**src/rtl/alarm_ctrl.sv**
```systemverilog
// alarm_ctrl -- alarm clock controller driven by a 1 Hz clock.
//
// Compares the timekeeper's hour/min/sec against a stored alarm time and
// steps through DISARMED / ARMED / RINGING / SNOOZING. A single shared
// countdown times both the ring period and the snooze period.
//
// Optional feature: define ALARM_CHIME_EN to enable the hourly chime pulse.
// Without it, chime is tied low and no chime logic is built.
//
// Ports
//   clk            1 Hz system clock, rising edge
//   reset          asynchronous reset, active low
//   hour/min/sec   current time from the timekeeper
//   arm            level, 1 = alarm enabled
//   set_alarm      one-cycle strobe loading alarm_hour_in/alarm_min_in
//   alarm_hour_in  requested alarm hour (0-23)
//   alarm_min_in   requested alarm minute (0-59)
//   snooze, stop   user requests, sampled every cycle
//   buzzer         registered, high while state is RINGING
//   state          00 DISARMED, 01 ARMED, 10 RINGING, 11 SNOOZING
//   snooze_cnt     snoozes used in the current alarm event
//   set_err        one-cycle pulse on a rejected set_alarm
//   alarm_hour/min stored alarm time
//   chime          one-cycle hourly pulse (ALARM_CHIME_EN only)
module alarm_ctrl #(
  parameter int RING_SEC   = 60,
  parameter int SNOOZE_SEC = 300,
  parameter int MAX_SNOOZE = 3
) (
  input  logic       clk,
  input  logic       reset,
  input  logic [4:0] hour,
  input  logic [5:0] min,
  input  logic [5:0] sec,
  input  logic       arm,
  input  logic       set_alarm,
  input  logic [4:0] alarm_hour_in,
  input  logic [5:0] alarm_min_in,
  input  logic       snooze,
  input  logic       stop,
  output logic       buzzer,
  output logic [1:0] state,
  output logic [1:0] snooze_cnt,
  output logic       set_err,
  output logic [4:0] alarm_hour,
  output logic [5:0] alarm_min,
  output logic       chime
);

  typedef enum logic [1:0] {
    DISARMED = 2'b00,
    ARMED    = 2'b01,
    RINGING  = 2'b10,
    SNOOZING = 2'b11
  } state_t;

  localparam int MAX_T = (RING_SEC > SNOOZE_SEC) ? RING_SEC : SNOOZE_SEC;
  localparam int CW    = (MAX_T > 1) ? $clog2(MAX_T) : 1;

  localparam logic [CW-1:0] RING_LD  = CW'(RING_SEC - 1);
  localparam logic [CW-1:0] SNZ_LD   = CW'(SNOOZE_SEC - 1);
  localparam logic [CW-1:0] CTR_ONE  = CW'(1);
  localparam logic [1:0]    MAX_SNZ  = 2'(MAX_SNOOZE);

  state_t        state_q, state_d;
  logic [CW-1:0] ctr_q, ctr_d;
  logic [1:0]    snz_q, snz_d;
  logic          fired_q, fired_d;
  logic [4:0]    ahour_q;
  logic [5:0]    amin_q;
  logic          buzzer_q, set_err_q;

  logic set_ok, set_bad, match;

  assign set_ok  = set_alarm & (alarm_hour_in <= 5'd23) & (alarm_min_in <= 6'd59);
  assign set_bad = set_alarm & ~set_ok;
  assign match   = arm & (hour == ahour_q) & (min == amin_q) & (sec == 6'd0) & ~fired_q;

  // fired blocks a second trigger inside the alarm minute; a new valid
  // alarm time re-opens the trigger immediately.
  always_comb begin
    fired_d = fired_q;
    if (set_ok)
      fired_d = 1'b0;
    else if (match)
      fired_d = 1'b1;
    else if (min != amin_q)
      fired_d = 1'b0;
  end

  // Priority: arm=0 > set_alarm (valid or rejected) > stop > snooze > timeout.
  // A rejected set_alarm holds state and countdown for that cycle.
  always_comb begin
    state_d = state_q;
    ctr_d   = ctr_q;
    snz_d   = snz_q;
    if (!arm) begin
      state_d = DISARMED;
      ctr_d   = '0;
      snz_d   = 2'd0;
    end else if (set_ok) begin
      state_d = ARMED;
      ctr_d   = '0;
      snz_d   = 2'd0;
    end else if (!set_bad) begin
      unique case (state_q)
        DISARMED: state_d = ARMED;
        ARMED: begin
          if (match) begin
            state_d = RINGING;
            ctr_d   = RING_LD;
          end
        end
        RINGING: begin
          if (stop) begin
            state_d = ARMED;
            ctr_d   = '0;
            snz_d   = 2'd0;
          end else if (snooze && (snz_q < MAX_SNZ)) begin
            state_d = SNOOZING;
            ctr_d   = SNZ_LD;
            snz_d   = snz_q + 2'd1;
          end else if (ctr_q == '0) begin
            state_d = ARMED;
            snz_d   = 2'd0;
          end else begin
            ctr_d = ctr_q - CTR_ONE;
          end
        end
        SNOOZING: begin
          if (stop) begin
            state_d = ARMED;
            ctr_d   = '0;
            snz_d   = 2'd0;
          end else if (ctr_q == '0) begin
            state_d = RINGING;
            ctr_d   = RING_LD;
          end else begin
            ctr_d = ctr_q - CTR_ONE;
          end
        end
        default: state_d = DISARMED;
      endcase
    end
  end

  always_ff @(posedge clk or negedge reset) begin
    if (!reset) begin
      state_q   <= DISARMED;
      ctr_q     <= '0;
      snz_q     <= 2'd0;
      fired_q   <= 1'b0;
      ahour_q   <= 5'd0;
      amin_q    <= 6'd0;
      buzzer_q  <= 1'b0;
      set_err_q <= 1'b0;
    end else begin
      state_q   <= state_d;
      ctr_q     <= ctr_d;
      snz_q     <= snz_d;
      fired_q   <= fired_d;
      buzzer_q  <= (state_d == RINGING);
      set_err_q <= set_bad;
      if (set_ok) begin
        ahour_q <= alarm_hour_in;
        amin_q  <= alarm_min_in;
      end
    end
  end

`ifdef ALARM_CHIME_EN
  logic chime_q;

  always_ff @(posedge clk or negedge reset) begin
    if (!reset)
      chime_q <= 1'b0;
    else
      chime_q <= (min == 6'd0) && (sec == 6'd0);
  end

  assign chime = chime_q;
`else
  assign chime = 1'b0;
`endif

  assign state      = state_q;
  assign buzzer     = buzzer_q;
  assign snooze_cnt = snz_q;
  assign set_err    = set_err_q;
  assign alarm_hour = ahour_q;
  assign alarm_min  = amin_q;

endmodule

```
**config.mk**
```make
export PLATFORM = sky130hd
export DESIGN_NAME = alarm_ctrl
export DESIGN_NICKNAME = d
export VERILOG_FILES = /design/src/rtl/alarm_ctrl.sv
export SDC_FILE = /design/constraint.sdc
export NUM_CORES = 1
export LEC_CHECK = 0
export ABC_AREA = 1
export CAP_MARGIN = 40
export CORE_MARGIN = 2
export CORE_UTILIZATION = 40
export CTS_CLUSTER_SIZE = 24
export DETAILED_ROUTE_END_ITERATION = 10
export PLACE_DENSITY_LB_ADDON = 0.05
export SYNTH_ARGS = -nofsm -noshare
export SYNTH_HDL_FRONTEND = slang
export SYNTH_SLANG_ARGS = --single-unit
```
**constraint.sdc**
```tcl
create_clock -name clk -period 1.9 [get_ports clk]
set_input_delay 0.475 -clock clk [delete_from_list [all_inputs] [get_ports clk]]
set_output_delay 0.475 -clock clk [all_outputs]
set_load 0.01 [all_outputs]
```
After elaboration in Yosys (flattened, before gate mapping)
Index checks and enable logic that the tools add are counted.
{ "totals": {"reg_bits": 27, "wordCells": 74} }
{ "classes": {"add_sub_neg": 2, "order_cmp": 3, "n_eq_ne": 14, "n_mux": 31, "bitwise_logic": 9, "n_reduce_logical": 7} }
{ "op_table": {"columns": ["op", "n"], "rows": [
  ["$mux 9", 9],
  ["$mux 2", 16],
  ["$pmux 9 s3", 1],
  ["$ne 6x6->1 const B", 2],
  ["$logic_not 9->1", 1],
  ["$sub 9x1->9 const B", 1],
  ["$ne 4x4->1 const B", 2],
  ["$pmux 2 s4", 1],
  ["$reduce_and 4->1", 2],
  ["$and 1x1->1", 7],
  ["$eq 2x2->1 const B", 3],
  ["$eq 6x6->1", 1],
  ["$le 6x6->1 const B", 1],
  ["$logic_not 6->1", 1],
  ["$ne 6x6->1", 1],
  ["$eq 5x5->1", 1],
  ["$le 5x5->1 const B", 1],
  ["$ne 5x1->1 const B", 1],
  ["$ne 4x1->1 const B", 1],
  ["$pmux 2 s2", 1],
  ["$mux 1", 3],
  ["$ne 3x3->1 const B", 1],
  ["$reduce_bool 3->1", 1],
  ["$add 2x1->2 const B", 1],
  ["5 further kinds", 6]
]} }

Logic depth before layout (Yosys ltp)
{ "logic_depth": {"depth_word": 11, "mapped_depth": 11, "mapped_depth_nobuf": 11} }

Worst setup path after synthesis
Ideal clock, no wire load.
{ "synth_path": {"kind": "register -> register", "from": "register ctr_q[0]", "to": "register ctr_q[2]", "setup_ns": 0.066, "t_arrival_ns": 1.518, "required_time_ns": 1.834, "slack_ns": 0.316, "path_stages_with_launch": 11, "path_buffers": 0, "path_cell_list": "dfrtp_1 inv_1 ha_1 nand2_2 nor2_4 nand3_2 nor3_4 nor2_4 nand2_4 nand2_1 nand2_1"} }
{ "synth_between": {"elab_chain_len": 8} }
{ "synth_lines": {"columns": ["element", "line_no", "rtl"], "rows": [
  ["start: declaration", "66", "logic [CW-1:0] ctr_q, ctr_d;"],
  ["start signal: assignment", "159", "ctr_q <= ctr_d;"],
  ["$sub 9x1->9", "127, 139", null],
  ["$mux 9", "123", "end else if (ctr_q == '0) begin"],
  ["$mux 9", "119", "end else if (snooze && (snz_q < MAX_SNZ)) begin"],
  ["$mux 9", "115", "if (stop) begin"],
  ["$pmux 9 s3", "106", "unique case (state_q)"],
  ["$mux 9", "105", "end else if (!set_bad) begin"],
  ["$mux 9", "101", "end else if (set_ok) begin"],
  ["$mux 9", "97", "if (!arm) begin"]
]} }
Parallel ways exist; a longest one is shown, timed or not. The select of a mux whose other input is x is not followed.
A chain may end at the register's enable or synchronous reset.

Worst setup path in the final report
{ "layout_path": {"from": "register state_q[1], in the netlist state[1]", "to": "output state[1]"} }
{ "layout_lines": {"columns": ["element", "line_no", "rtl"], "rows": [
  ["start: declaration", "65", "state_t state_q, state_d;"],
  ["start signal: assignment", "158", "state_q <= state_d;"],
  ["end: declaration", "42", "output logic [1:0] state,"]
]} }
No word-level cell between the ends.

==> reports/metrics.yaml <==
status: "complete, no violations"
initial_core_util_pct: 41.8
ys_ff_latch: 27
io_buffers: 50
finalSetupViolCount: 0
crit_chain: "clkdlybuf4s50_1"
place.detailed.hpwl_mm: 3.36
die_h_um: 71.4
grt_pass1_vias: 1665
period_minus_slack_ns: 1.85
grt-ovfl-total: 0
ys_types: 26
fillCellCount: 408
swShare_pct: 32.6
internal_power_w: 0.00108
nets: 379
p_comb_share_pct: 35.9
dieArea_um2: 5100
core_area_um2: 4350
die_w_um: 71.4
worst_setup_path_end_kind: "primary output"
avgSynthCellArea_um2: 6.73
crit_fanout: 7
power_density_nw_per_um2: 609
grt_usage_pct: 18.2
tritoncts: "done"
period_share_pct: 97.2
grt_pass1_wl_mm: 7.42
critPathMaxStageDelay_ns: 0.60
power_frac_clock_pct: 21.1
syn2layout_area_growth_pct: 44.4
syn_inst: 270
syn_nets: 306
cts.sinks: 27
power_switching_w: 0.000520
rsz0062_at_grt: "no"
gp_congestion: 0.865
cp_top_family: "buffers and inverters"
grt_max_degree: 28
cp.arrival_ns: 1.37
drt-total-wl_mm: 4.45
h-tree-depth: 1
worst_path_max_delay_cell: "clkdlybuf4s50_1"
drcViolationCount: 0
path_class: "flip-flop to primary output"
antenna_found_initial: 0
p_leak_nw: 1.41
hold_viol_final: 0
fin_cells: 394
ctsHoldBuffers: 0
wire_per_inst_um: 11.3
crit_path_start_kind: "flip-flop"
cts_buffers: 3
cts_buffer_depth: 2
layout-drive-gt1-share_pct: 13.2
fin_worst_skew_ns: 0.00257
timing.max_cap.violations: 0
routed_via_density: 4.66
holdCritPathClass: "flip-flop to flip-flop"
multi_input_area_um2: 1000
place_inst: 384
vias: 1836
clk_latency_ns: 0.28
rows: 24
mappedNetlistArea_um2: 1820
drtAntennaViolNets: 0
dr.pass1.iters: 4
path_buf_inv: 1
n_antenna_cell: 0
drv_slew: 0
yosysWarnings: 0
fin_tns_setup_ns: 0
yosysSeqAreaShare_pct: 37.2
drt-initial-drc-count: 120
io_pins: 52
seqPwrFrac_pct: 43.0
utilization_pct: 60.3
root_buffer: "clkbuf_8"
peakVddDrop_mv: 0.268
cts.clk_slew.worst_paths_ns: 0.09
worstPathRequired_ns: 1.42
regArea_um2: 677
fmax_mhz: 542
==> kinds of logic after synthesis <==
family	count (synthesis)	share of synthesized area, %
muxes	5	3.10
and+or+nand+nor	161	39.2
buffers and inverters	51	10.9
AOI/OAI and AO/OA	16	4.68
DFF	27	37.2
adders and majority gates	2	1.38
xor gates and xnor gates	7	3.37
other	1	0.206
==> power groups by stage <==
| stage | logic [W] | clock network, W | registers, W |
|---|---|---|---|
| global route | 0.000643 | 0.000364 | 0.000696 |
| finish | 0.000574 | 0.000337 | 0.000687 |
| global placement | 0.000531 | 0 | 0.000697 |
| floorplan | 0.000284 | 0 | 0.000700 |
| CTS | 0.000540 | 0.000350 | 0.000686 |
| detailed placement | 0.000536 | 0 | 0.000697 |
==> metrics by stage <==
| step | power (W) | area (µm²) | setup WS, ns | hold slack (ns) |
|---|---|---|---|---|
| after detailed placement | 0.00123 | 2480 | -0.319 | 0.496 |
| after global placement | 0.00123 | 2480 | -0.268 | 0.490 |
| after global routing | 0.00170 | 2630 | 0.00220 | 0.555 |
| after CTS | 0.00158 | 2530 | 0.00818 | 0.520 |
| after floorplan | 0.000984 | 1820 | 0.316 | 0.179 |
| final | 0.00160 | 2630 | 0.0535 | 0.516 |
==> sequential cells by signal, summed over array words and instances, names as in the netlist <==
register and flops:
alarm_hour 5, ctr_q 9, buzzer 1, snooze_cnt 2
state 2, fired_q 1, set_err 1, alarm_min 6
==> cell type report <==
| cell class | count | share of cell area, % |
|---|---|---|
| Inverter | 47 | 6.72 |
| Timing Repair Buffer | 71 | 25.2 |
| Clock buffer | 4 | 1.72 |
| Multi-Input combinational cell | 193 | 38.1 |
| Sequential cell | 27 | 25.8 |
| Tap cell | 52 | 2.48 |
==> layout by cell type (no fill, tap or decap), drive strengths merged <==
cell,synthesis,final
conb,1,1
xnor2,6,6
xor2,1,1
a21oi,11,11
clkdlybuf4s50,0,49
dfrtp,27,27
buf,2,21
nand2,82,82
nor2,40,41
nor3,1,1
nand4,5,5
ha,2,2
o211a,1,1
nand3,29,29
or2,3,3
clkbuf,2,4
o21ai,4,4
nand3b,1,1
inv,47,47
dlymetal6s2s,0,1
mux2,5,5
==> worst paths after layout <==
| kind | slack [ns] | cells after the start | from | to |
|---|---|---|---|---|
| setup / recovery | 0.05 | 1 | state[1] | state[1] |
| max in group asynchronous | 1.05 | 2 | reset | state[0] |
| hold reg to reg | 0.52 | 2 | ctr_q[8] | ctr_q[8] |
| min in group asynchronous | 0.57 | 2 | reset | alarm_min[0] |
| hold / removal | 0.52 | 2 | ctr_q[8] | ctr_q[8] |
| setup reg to reg | 0.14 | 10 | ctr_q[0] | ctr_q[3] |
==> metal layers <==
layer	track usage, %	vias to the layer above	routed length, µm
met3	2.81	7	207
met2	29.3	46	2050
met5	0	-	0
met4	6.29	0	76
met1	24.9	810	2120
li1	-	973	-
==> cells in the mapped netlist <==
| cell type | n | area (µm²) |
|---|---|---|
| nor2_1 | 38 | 143 |
| inv_2 | 3 | 11.3 |
| ha_1 | 2 | 25.0 |
| nand2_4 | 1 | 11.3 |
| xor2_1 | 1 | 8.76 |
| o21ai_0 | 4 | 20.0 |
| dfrtp_1 | 27 | 676 |
| inv_1 | 44 | 165 |
| nand3b_1 | 1 | 7.51 |
| buf_4 | 2 | 15.0 |
| nand3_1 | 28 | 140 |
| nor3_4 | 1 | 16.3 |
| conb_1 | 1 | 3.75 |
| nand3_2 | 1 | 10.0 |
| or2_0 | 1 | 6.26 |
| a21oi_1 | 11 | 55.1 |
| mux2_1 | 5 | 56.3 |
| nand2_1 | 78 | 293 |
| o211a_1 | 1 | 10.0 |
| or2_2 | 1 | 6.26 |
| xnor2_1 | 6 | 52.6 |
| nand4_1 | 5 | 31.3 |
| nand2_2 | 3 | 18.8 |
| clkbuf_1 | 2 | 7.51 |
| nor2_4 | 2 | 22.5 |
| or2_1 | 1 | 6.26 |
==> repair_timing <==
item,CTS,global route
resized for setup,1,12
pin swaps,0,8
endpoints found under the setup margin,9,10
buffers inserted,0,5
cloned,0,1
No activity file was read; power rests on OpenSTA's default activity.
